File: config.mk
export PLATFORM = sky130hd
export DESIGN_NAME = reg_file
export DESIGN_NICKNAME = d
export VERILOG_FILES = /design/src/rtl/reg_file.sv
export SDC_FILE = /design/constraint.sdc
export NUM_CORES = 2
export LEC_CHECK = 0
export ABC_CLOCK_PERIOD_IN_PS = 4900
export CORE_MARGIN = 2
export CORE_UTILIZATION = 50
export CTS_CLUSTER_DIAMETER = 100
export CTS_CLUSTER_SIZE = 30
export DETAILED_ROUTE_END_ITERATION = 6
export PLACE_DENSITY = 0.67
export SLEW_MARGIN = 0
export SYNTH_ARGS = -nofsm -noshare
export SYNTH_HDL_FRONTEND = slang
export SYNTH_SLANG_ARGS = --single-unit
File: constraint.sdc
create_clock -name clk_i -period 4.9 [get_ports clk_i]
set_input_delay 1.225 -clock clk_i [delete_from_list [all_inputs] [get_ports clk_i]]
set_output_delay 1.225 -clock clk_i [all_outputs]
set_load 0.1 [all_outputs]
File: src/rtl/reg_file.sv
// Multi-port register file: NUM_RS combinational read ports, one synchronous write
// port, optional hardwired-zero register 0 and asynchronous active-low clear.
module reg_file #(
  parameter int NUM_RS    = 3,
  parameter int ZERO_REG  = 1,
  parameter int NUM_REG   = 32,
  parameter int REG_WIDTH = 32
) (
  input  logic                                        clk_i,
  input  logic                                        arst_ni,
  input  logic [$clog2(NUM_REG)-1:0]                  rd_addr_i,
  input  logic [REG_WIDTH-1:0]                        rd_data_i,
  input  logic                                        rd_en_i,
  input  logic [NUM_RS-1:0][$clog2(NUM_REG)-1:0]      rs_addr_i,
  output logic [NUM_RS-1:0][REG_WIDTH-1:0]            rs_data_o
);

  localparam int AW = $clog2(NUM_REG);
  // One extra bit so the range check also works when NUM_REG is a power of two.
  localparam logic [AW:0] NREG = (AW + 1)'(NUM_REG);

  if (NUM_RS < 1 || NUM_REG < 2 || REG_WIDTH < 1) begin : g_param_err
    $error("reg_file: illegal parameters NUM_RS=%0d NUM_REG=%0d REG_WIDTH=%0d",
           NUM_RS, NUM_REG, REG_WIDTH);
  end

  logic [NUM_REG-1:0][REG_WIDTH-1:0] regs_q, regs_d;
  logic                              wr_ok;

  always_comb begin
    wr_ok = rd_en_i && ({1'b0, rd_addr_i} < NREG);
    if (ZERO_REG != 0 && rd_addr_i == '0) begin
      wr_ok = 1'b0;
    end
    regs_d = regs_q;
    if (wr_ok) begin
      regs_d[rd_addr_i] = rd_data_i;
    end
    // Keep the zero register constant so synthesis can drop its storage.
    if (ZERO_REG != 0) begin
      regs_d[0] = '0;
    end
  end

  always_ff @(posedge clk_i or negedge arst_ni) begin
    if (!arst_ni) begin
      regs_q <= '0;
    end else begin
      regs_q <= regs_d;
    end
  end

  // Reads have no bypass: a same-cycle write shows up only after the edge.
  always_comb begin
    rs_data_o = '0;
    for (int i = 0; i < NUM_RS; i++) begin
      if ({1'b0, rs_addr_i[i]} < NREG) begin
        rs_data_o[i] = regs_q[rs_addr_i[i]];
      end
    end
  end

endmodule

==> metrics.md <==
| Metric | Value |
|---|---|
| Outcome | `complete, no violations` |
| Sequential share of power | `between 40 and 50%` |
| Area delta synth->final | `12.8%` |
| Final wirelength | `~210 mm` |
| Layout net count | `4325` |
| Remaining routing DRC violations | `0` |
| Core ar. | `roughly 120000 µm²` |
| RSZ-0062 raised after global routing | `no` |
| Largest cells by area after synthesis | `dfrtp_1, mux4_2, mux2_2` |
| Most common cell in the netlist | `mux2_2` |
| Initial antenna violation count | `8` |
| FF+latch count, synth | `992` |
| GRT Total Usage | `33.2%` |
| Dpl cells | `5849` |
| Via count | `42.6k` |
| Critical Path Sink Type | `primary output` |
| Post-synth top cells | `mux2_2, dfrtp_1, mux4_2` |
| CP max stage cell | `mux4_2` |
| Worst VDD drop | `~350 µV` |
| Worst path required time | `3670 ps` |
| Pre-CTS WS | `around 120 ps` |
| Final HPWL DP | `137 mm` |
| Min setup slack post-route | `70.8 ps` |
| Htree depth | `2` |
| Die Area | `125000 µm²` |
| DR WL/cell | `between 30 and 40 µm` |
| Max Freq | `207 MHz` |
| Hold_buf cts | `0` |
| Startpoint Class | `input pin` |
| Met3 Use GR | `8.11%` |
| Via density | `7.19` |
| Design area | `69200 µm²` |
| IO Pins | `151` |
| Worst path cell trace | `buf_8 -> buf_12 -> mux4_2 -> a22o_1 -> o21ai_1 -> o31ai_2 -> buf_12` |
| Placed Area | `67700 µm²` |
| Share of layout cells above drive strength 1 | `52.5%` |
| Most used cell, CP | `buf_12` |
| Unique masters post-synth | `31` |
| Lkg Pwr | `29.0 nW` |
| Int Pwr | `16.3 mW` |
| Post-synthesis async set-or-reset flop share | `100%` |
| Primary FF master, synth | `dfrtp_1` |
| Cell Count, Final, Fillers Out | `roughly 5.9k` |
| Max Cap Viol | `0` |
| Grt met1 use | `between 40 and 50%` |
| CP max stage delay | `570 ps` |
| Post-synthesis sequential area ratio | `between 40% and 50%` |
| Grt peak-use layer | `met2` |
| Skew final | `0 ps` |
| Fin crit period | `4830 ps` |
| Total grt overflow | `0` |
| Net switching power | `8.61 mW` |
| Synthesized area per cell | `14.3 µm²` |
| Die H | `354 µm` |
| Slew margin rel. | `8.32%` |
| Worst Hold Class | `flop to flop` |
| Fill cell count | `roughly 9.7k` |
| Rows | `around 130` |
| TritonCTS buffer count | `44` |
| Measured slew at the worst slew-check pin | `1370 ps` |
| Met2 Use GR | `between 50% and 60%` |
| Clk root buf | `clkbuf_16` |
| Clock sinks | `about 990` |
| DRT antenna net count | `0` |
| PortBufs | `150` |
| TritonCTS clock tree | `built` |
| Setup Crit Path Kind | `input pin to primary output` |
| Initial Utilization | `50.4%` |
| Max-slew violations | `0` |
| TritonRoute pass-1 iters | `5` |
| Synth area leader | `dfrtp_1` |
| Die width | `354 µm` |
| Logic pwr share | `34.9%` |
| Skew-Pair Late Insertion Delay | `690 ps` |
| Netlist Area Pre-Place | `61300 µm²` |
| Largest net degree at the start of global routing | `113` |
| Sw Ratio | `34.6%` |
| Maximum buffer depth of the clock tree | `3` |
| Fraction of power consumed by the clock network | `19.6%` |
| Biggest regs | `regs_q (992)` |
| Post-synth top area share | `40.5%` |
| Cell count after synthesis | `4285` |
| Post-CTS setup buffers | `0` |
| GP Congestion | `0.901` |
| Register bank with the most flops | `regs_q` |
| CP Data Arrival Time | `3600 ps` |
| Synth Net Count | `4340` |
| DR iter-0 viols | `4688` |
| Total Power | `24.9 mW` |
| CP Buf/Inv Count | `3` |
| Vias in the first global route | `42.3k` |
| # resized after CTS | `0` |
| Tcrit/Tclk final | `98.6%` |
| Post-synth EDFFs | `0` |
| Final Setup Violations | `0` |
| Fin. Hold Viols | `0` |
| Synthesis Warnings | `0` |
| Worst-path clk slew | `100 ps` |
| PwrDens | `359 nW/µm²` |
| Top delay family on crit path | `compound AO/OA/AOI/OAI gates` |
| Largest register FFs | `between 900 and 1k` |
| CP Max Fanout | `20` |
| First-pass GRT wire length | `306 mm` |
[layer usage]
layer  wire length [µm]  part of all wire (%)  vias up
li1                   -                     -    16965
met1              84400                    40    22920
met2              96000                    46     2228
met3              20000                   9.6      465
met4               8600                   4.1       12
met5                 69                 0.033        -
[cell families after synthesis]
group | share of synthesized area [%]
buf+inv | 3.88
mux | 45.9
compound gates | 8.21
simple gates | 1.57
flops | 40.5
[stage by stage]
stage	hold slack, ps	util (%)	setup TNS [ps]
after floorplan	487	-	-18.2
after global placement	500	55.7	0
after detailed placement	511	55.7	0
after CTS	537	56.8	0
after global routing	561	56.8	0
final	541	56.8	0
[placed cells by master, fill, tap and decap left out, types with 30 or more instances in the layout]
| cell type | synthesis | routed |
|---|---|---|
| o22ai_1 | 96 | 96 |
| mux4_2 | 576 | 576 |
| mux2_1 | 30 | 30 |
| o21ai_1 | 96 | 96 |
| a22o_1 | 287 | 287 |
| buf_12 | 0 | 187 |
| o31ai_2 | 0 | 68 |
| and2_1 | 99 | 96 |
| dfrtp_1 | 992 | 992 |
| clkbuf_16 | 0 | 45 |
| mux2_2 | 1057 | 1057 |
| clkdlybuf4s50_1 | 0 | 38 |
| a211oi_1 | 96 | 96 |
| buf_4 | 47 | 207 |
| mux2i_1 | 290 | 290 |
[power by group through the flow]
stage	logic, mW	registers [mW]	clock network [mW]
floorplan	6.36	10.9	0
global placement	8.51	11.3	0
detailed placement	8.63	11.4	0
CTS	8.64	11.2	4.95
global route	9.08	11.5	5.21
finish	8.68	11.3	4.86
[worst paths after layout]
| path | from | to | slack, ps | cells past startpoint |
|---|---|---|---|---|
| setup / recovery | rs_addr_i[5] | rs_data_o[45] | 70 | 7 |
| hold / removal | regs_q[402]$_DFFE_PN0P_ | regs_q[402]$_DFFE_PN0P_ | 540 | 1 |
| setup reg to reg | regs_q[709]$_DFFE_PN0P_ | regs_q[709]$_DFFE_PN0P_ | 4040 | 1 |
| hold reg to reg | regs_q[402]$_DFFE_PN0P_ | regs_q[402]$_DFFE_PN0P_ | 540 | 1 |
| max in group asynchronous | arst_ni | regs_q[397]$_DFFE_PN0P_ | 3080 | 2 |
| min in group asynchronous | arst_ni | regs_q[664]$_DFFE_PN0P_ | 580 | 1 |
[final cells by class]
| type | instances | area, µm² | area share [%] |
|---|---|---|---|
| multi-input combinational | 2790 | 35100 | 50.7 |
| tap | 1625 | 2030 | 2.94 |
| timing repair buffer | 439 | 5780 | 8.36 |
| inverter | 3 | 11.3 | 0.0163 |
| clock inverter | 20 | 269 | 0.389 |
| antenna | 2 | 5.00 | 0.00724 |
| sequential | 992 | 24800 | 35.9 |
| clock buffer | 50 | 1150 | 1.67 |
No activity file was read; power rests on OpenSTA's default activity.
